[config.mk]
export PLATFORM = sky130hd
export DESIGN_NAME = memory_arbiter
export DESIGN_NICKNAME = d
export VERILOG_FILES = /design/src/rtl/memory_arbiter.sv
export SDC_FILE = /design/constraint.sdc
export NUM_CORES = 1
export LEC_CHECK = 0
export ABC_AREA = 1
export CAP_MARGIN = 20
export CELL_PAD_IN_SITES_DETAIL_PLACEMENT = 0
export CELL_PAD_IN_SITES_GLOBAL_PLACEMENT = 1
export CORE_AREA = 5 5 331 333
export CTS_BUF_LIST = sky130_fd_sc_hd__clkbuf_2
export CTS_CLUSTER_SIZE = 40
export DETAILED_ROUTE_END_ITERATION = 8
export DIE_AREA = 0 0 336 338
export GPL_TIMING_DRIVEN = 0
export PLACE_DENSITY = 0.62
export SYNTH_ARGS = -nofsm -noshare
export SYNTH_HDL_FRONTEND = slang
export SYNTH_SLANG_ARGS = --single-unit
[constraint.sdc]
create_clock -name CLK -period 2.1 [get_ports CLK]
set_clock_uncertainty 0.15 [all_clocks]
set_input_delay 0.21 -clock CLK [delete_from_list [all_inputs] [get_ports CLK]]
set_output_delay 0.21 -clock CLK [all_outputs]
set_load 0.01 [all_outputs]
[src/rtl/memory_arbiter.sv]
// Two-client round-robin arbiter in front of a single-beat
// Avalon memory driver, with a watchdog that aborts hung transfers.
module memory_arbiter #(
   parameter int ADDR_W  = 26,
   parameter int DATA_W  = 128,
   parameter int TIMEOUT = 1023
) (
   input  logic              CLK,
   input  logic              RESET,
   input  logic              A_READ,
   input  logic              A_WRITE,
   input  logic [ADDR_W-1:0] A_ADDRESS,
   input  logic [DATA_W-1:0] A_WDATA,
   output logic [DATA_W-1:0] A_RDATA,
   output logic              A_DONE,
   input  logic              B_READ,
   input  logic              B_WRITE,
   input  logic [ADDR_W-1:0] B_ADDRESS,
   input  logic [DATA_W-1:0] B_WDATA,
   output logic [DATA_W-1:0] B_RDATA,
   output logic              B_DONE,
   output logic [ADDR_W-1:0] M_ADDRESS,
   output logic [DATA_W-1:0] M_WDATA,
   output logic              M_READ,
   output logic              M_WRITE,
   input  logic [DATA_W-1:0] M_RDATA,
   input  logic              M_PENDING,
   output logic              ERR
);

   typedef enum logic [2:0] {
      IDLE,
      ISSUE,
      ACK,
      BUSY,
      DONE
   } state_t;

   localparam logic [15:0] WD_LAST = 16'(TIMEOUT - 1);

   state_t      state;
   logic        gnt_b;
   logic        last_b;
   logic        op_rd;
   logic [15:0] wd_cnt;

   logic req_a;
   logic req_b;
   logic pick_b;
   logic wd_hit;

   // Request decode and round-robin pick: B wins only if A is idle
   // or A was the last client served.
   always_comb begin
      req_a  = A_READ | A_WRITE;
      req_b  = B_READ | B_WRITE;
      pick_b = req_b & (~req_a | ~last_b);
      wd_hit = (wd_cnt == WD_LAST);
   end

   // Arbitration FSM with registered driver/client outputs.
   always_ff @(posedge CLK) begin
      if (RESET) begin
         state     <= IDLE;
         gnt_b     <= 1'b0;
         last_b    <= 1'b1;
         op_rd     <= 1'b0;
         wd_cnt    <= '0;
         M_ADDRESS <= '0;
         M_WDATA   <= '0;
         M_READ    <= 1'b0;
         M_WRITE   <= 1'b0;
         A_RDATA   <= '0;
         B_RDATA   <= '0;
         A_DONE    <= 1'b0;
         B_DONE    <= 1'b0;
         ERR       <= 1'b0;
      end else begin
         A_DONE <= 1'b0;
         B_DONE <= 1'b0;
         ERR    <= 1'b0;
         unique case (state)
            IDLE: begin
               if (req_a | req_b) begin
                  gnt_b     <= pick_b;
                  op_rd     <= pick_b ? B_READ : A_READ;
                  M_ADDRESS <= pick_b ? B_ADDRESS : A_ADDRESS;
                  M_WDATA   <= pick_b ? B_WDATA : A_WDATA;
                  M_READ    <= pick_b ? B_READ : A_READ;
                  M_WRITE   <= pick_b ? ~B_READ : ~A_READ;
                  state     <= ISSUE;
               end
            end
            ISSUE: begin
               M_READ  <= 1'b0;
               M_WRITE <= 1'b0;
               wd_cnt  <= '0;
               state   <= ACK;
            end
            ACK: begin
               wd_cnt <= wd_cnt + 16'd1;
               if (wd_hit) begin
                  ERR    <= 1'b1;
                  A_DONE <= ~gnt_b;
                  B_DONE <= gnt_b;
                  state  <= DONE;
               end else if (M_PENDING) begin
                  state <= BUSY;
               end
            end
            BUSY: begin
               wd_cnt <= wd_cnt + 16'd1;
               if (!M_PENDING) begin
                  if (op_rd && !gnt_b) A_RDATA <= M_RDATA;
                  if (op_rd && gnt_b)  B_RDATA <= M_RDATA;
                  A_DONE <= ~gnt_b;
                  B_DONE <= gnt_b;
                  state  <= DONE;
               end else if (wd_hit) begin
                  ERR    <= 1'b1;
                  A_DONE <= ~gnt_b;
                  B_DONE <= gnt_b;
                  state  <= DONE;
               end
            end
            DONE: begin
               last_b <= gnt_b;
               state  <= IDLE;
            end
            default: state <= IDLE;
         endcase
      end
   end

endmodule

==> flow_summary.json <==
{
  "syn_area_um2": 17310,
  "report.final.slew_viol_count": 0,
  "place_congestion": 0.8362,
  "core_area_um2": 106300,
  "path_buf_inv": 1,
  "num_io_pins": 858,
  "timing.rr.start": "last_b",
  "failed_checks": "negative setup slack",
  "antenna_found_initial": 17,
  "dp_slack_ns": -1.192,
  "proportion_of_layout_cells_with_a_drive_suffix_above_1_pct": 27.59,
  "register_bit_total_from_synthesis": 437,
  "post_synth.cell_area_avg_um2": 7.394,
  "die_h_um": 338,
  "die_area_um2": 113600,
  "critical_path_top_delay_cell": "sky130_fd_sc_hd__dfxtp_4",
  "grt_first_pass_wirelength_um": 165000,
  "peakVddDrop_mv": 0.4518,
  "ctsLongestPathBuffers": 3,
  "grt_start_max_net_pins": 17,
  "ant_nets": 0,
  "viasPerCell": 4.178,
  "clock_latency_ns": 1.31,
  "cell_area_reported_after_detailed_placement_um2": 27650,
  "crit_arrival_ns": 1.86,
  "htreeDepth": 4,
  "result_of_the_run": "complete, but fails checks",
  "synth_largest_type_area_fraction_pct": 50.54,
  "via_count": 23978,
  "io_buffer_count": 857,
  "num-nets-final": 4689,
  "synth_fp_nets": 2786,
  "multi_input_comb_area_um2": 7102,
  "area_growth_syn_to_layout_pct": 127.2,
  "dp_hpwl_um": 80470,
  "grt.overflow.total": 0,
  "end_kind": "output port",
  "tritoncts_clock_tree": "built",
  "critPathTopFamily": "flip-flops",
  "timing.final.ws_setup_ns": -0.1197,
  "pwr_density_cell_nw_per_um2": 799.9,
  "synth_cell_type_count": 29,
  "layout_commonest_cell": "sky130_fd_sc_hd__dlygate4sd3_1",
  "setup_viol": 388,
  "power.total_uw": 31460,
  "synth_sequential_area_ratio_pct": 50.54,
  "leakage_uw": 0.01785,
  "rsz0062_at_grt": "true",
  "synth.yosys.warnings": 0,
  "worst_ep_required_ns": 1.74,
  "crit_path_cell_trace": "buf_6",
  "crit_start": "A_RDATA[44]",
  "final_min_period_over_clock_period_pct": 105.7,
  "holdCritStartpoint": "RESET",
  "fillers": 10783,
  "area_contributors_post_synth": "sky130_fd_sc_hd__dfxtp_1 51%, sky130_fd_sc_hd__nor2_1 12%, sky130_fd_sc_hd__nand2_1 8.0%, sky130_fd_sc_hd__o21ai_0 7.6%, sky130_fd_sc_hd__o211ai_1 6.7%",
  "drt-initial-drc-count": 1004,
  "tightestPinTransition_ns": 0.9755,
  "slew-limit-headroom_pct": 34.97,
  "regArea_um2": 9310,
  "hold_class": "in2reg",
  "top_fanout_value_on_the_critical_path": 2,
  "drt-wirelength-per-cell_um": 20.12,
  "fp-row-count": 120,
  "maxCapViolCount": 0,
  "route.detailed.drc": 0,
  "setup.worst_path.class": "reg2out",
  "final.min_clock_period_ns": 2.220,
  "clock-root-buffer": "sky130_fd_sc_hd__clkbuf_2",
  "finalHoldViolations": 0,
  "final_design_area_no_fill_um2": 39330,
  "critical_path.startpoint_type": "flip-flop",
  "postRouteWirelength_um": 115500,
  "numCtsBuffers": 130,
  "achievable-frequency_ghz": 0.4505,
  "first_global_vias": 25457,
  "synth_top_cell_by_area": "sky130_fd_sc_hd__dfxtp_1",
  "die_x_um": 336,
  "firstDrtPassIters": 5,
  "clock_sinks": 437,
  "gr-usage-all-layers_pct": 19.38,
  "cts.reportedPaths.clkPinSlew_ns": 0.10,
  "synthesis.instances": 2341,
  "longest_individual_stage_delay_on_the_worst_path_ns": 0.37,
  "layout_common_cells": "888 x sky130_fd_sc_hd__dlygate4sd3_1, 546 x sky130_fd_sc_hd__nor2_1, 442 x sky130_fd_sc_hd__clkdlybuf4s50_1",
  "floorplan.initialDensity_pct": 16.28
}
[Yosys cell counts, drive strengths merged]
| cell type | n |
|---|---|
| nand2 | 371 |
| o211ai | 154 |
| a211oi | 2 |
| o31ai | 1 |
| a21oi | 24 |
| a31oi | 1 |
| dfxtp | 437 |
| ha | 2 |
| nand4 | 5 |
| clkinv | 1 |
| nor2 | 549 |
| nor3 | 2 |
| a31o | 1 |
| clkbuf | 77 |
| nand3 | 164 |
| o21ai | 270 |
| inv | 181 |
| buf | 96 |
| nor4 | 2 |
| or2 | 1 |
[repair_timing]
item / CTS / global route
resized for setup: 2782 / 83
endpoints found under the hold margin: 428 / 0
pin swaps: 3 / 6
hold buffers: 889 / 0
cloned: 0 / 0
buffers inserted: 15 / 11
endpoints found under the setup margin: 690 / 809
[report_power, final]
group          internal, uW  switching [uW]
logic                  6370            6800
clock network          2790            4140
registers             10100            1230
[sequential cells by signal, summed over array words and instances, names as in the netlist]
name / flops
A_DONE: 1
A_RDATA: 128
B_DONE: 1
B_RDATA: 128
ERR: 1
M_ADDRESS: 26
M_READ: 1
M_WDATA: 128
M_WRITE: 1
gnt_b: 1
last_b: 1
op_rd: 1
state: 3
wd_cnt: 16
[per-layer routing]
| layer | up-vias | GRT usage (%) | wire [um] |
|---|---|---|---|
| met2 | 1042 | 33.21 | 54880 |
| li1 | 11466 | - | - |
| met5 | - | 0 | 27 |
| met1 | 11177 | 20.81 | 43750 |
| met3 | 289 | 7.495 | 10650 |
| met4 | 4 | 10.04 | 6141 |
[final timing paths]
check / end / slack (ns) / cells past startpoint
max: A_RDATA[44] / -0.12 / 1
min: op_rd / 0.26 / 4
max reg2reg: M_WDATA[22] / 0.02 / 9
min reg2reg: op_rd / 0.32 / 2
[per-stage QoR]
stage	util, %	cells	TNS, ns	hold WS, ns
after floorplan	-	2341	0	0.1782
after global placement	26.01	4601	-328.63	0.3024
after detailed placement	26.01	4601	-329.76	0.3087
after CTS	36.77	5717	-141.92	0.005661
after global routing	36.99	5736	-123.56	0.07339
final	37.00	5739	-14.32	0.2638
[logic make-up after synthesis]
group                      share of synthesized area (%)
and+or+nand+nor                                    25.28
AOI/OAI and AO/OA                                  15.40
adders and majority gates                         0.1445
buffers and inverters                              8.637
DFF                                                50.54
[final cells by class]
| type | count | area share, % |
|---|---|---|
| Timing Repair Buffer | 1771 | 46.29 |
| Sequential cell | 437 | 23.67 |
| Multi-Input combinational cell | 1549 | 18.06 |
| Tap cell | 1403 | 4.464 |
| Buffer | 173 | 2.730 |
| Clock buffer | 176 | 2.240 |
| Inverter | 182 | 1.737 |
| Clock inverter | 36 | 0.7286 |
| Antenna cell | 12 | 0.07636 |
Power figures use the tool's default switching activity.
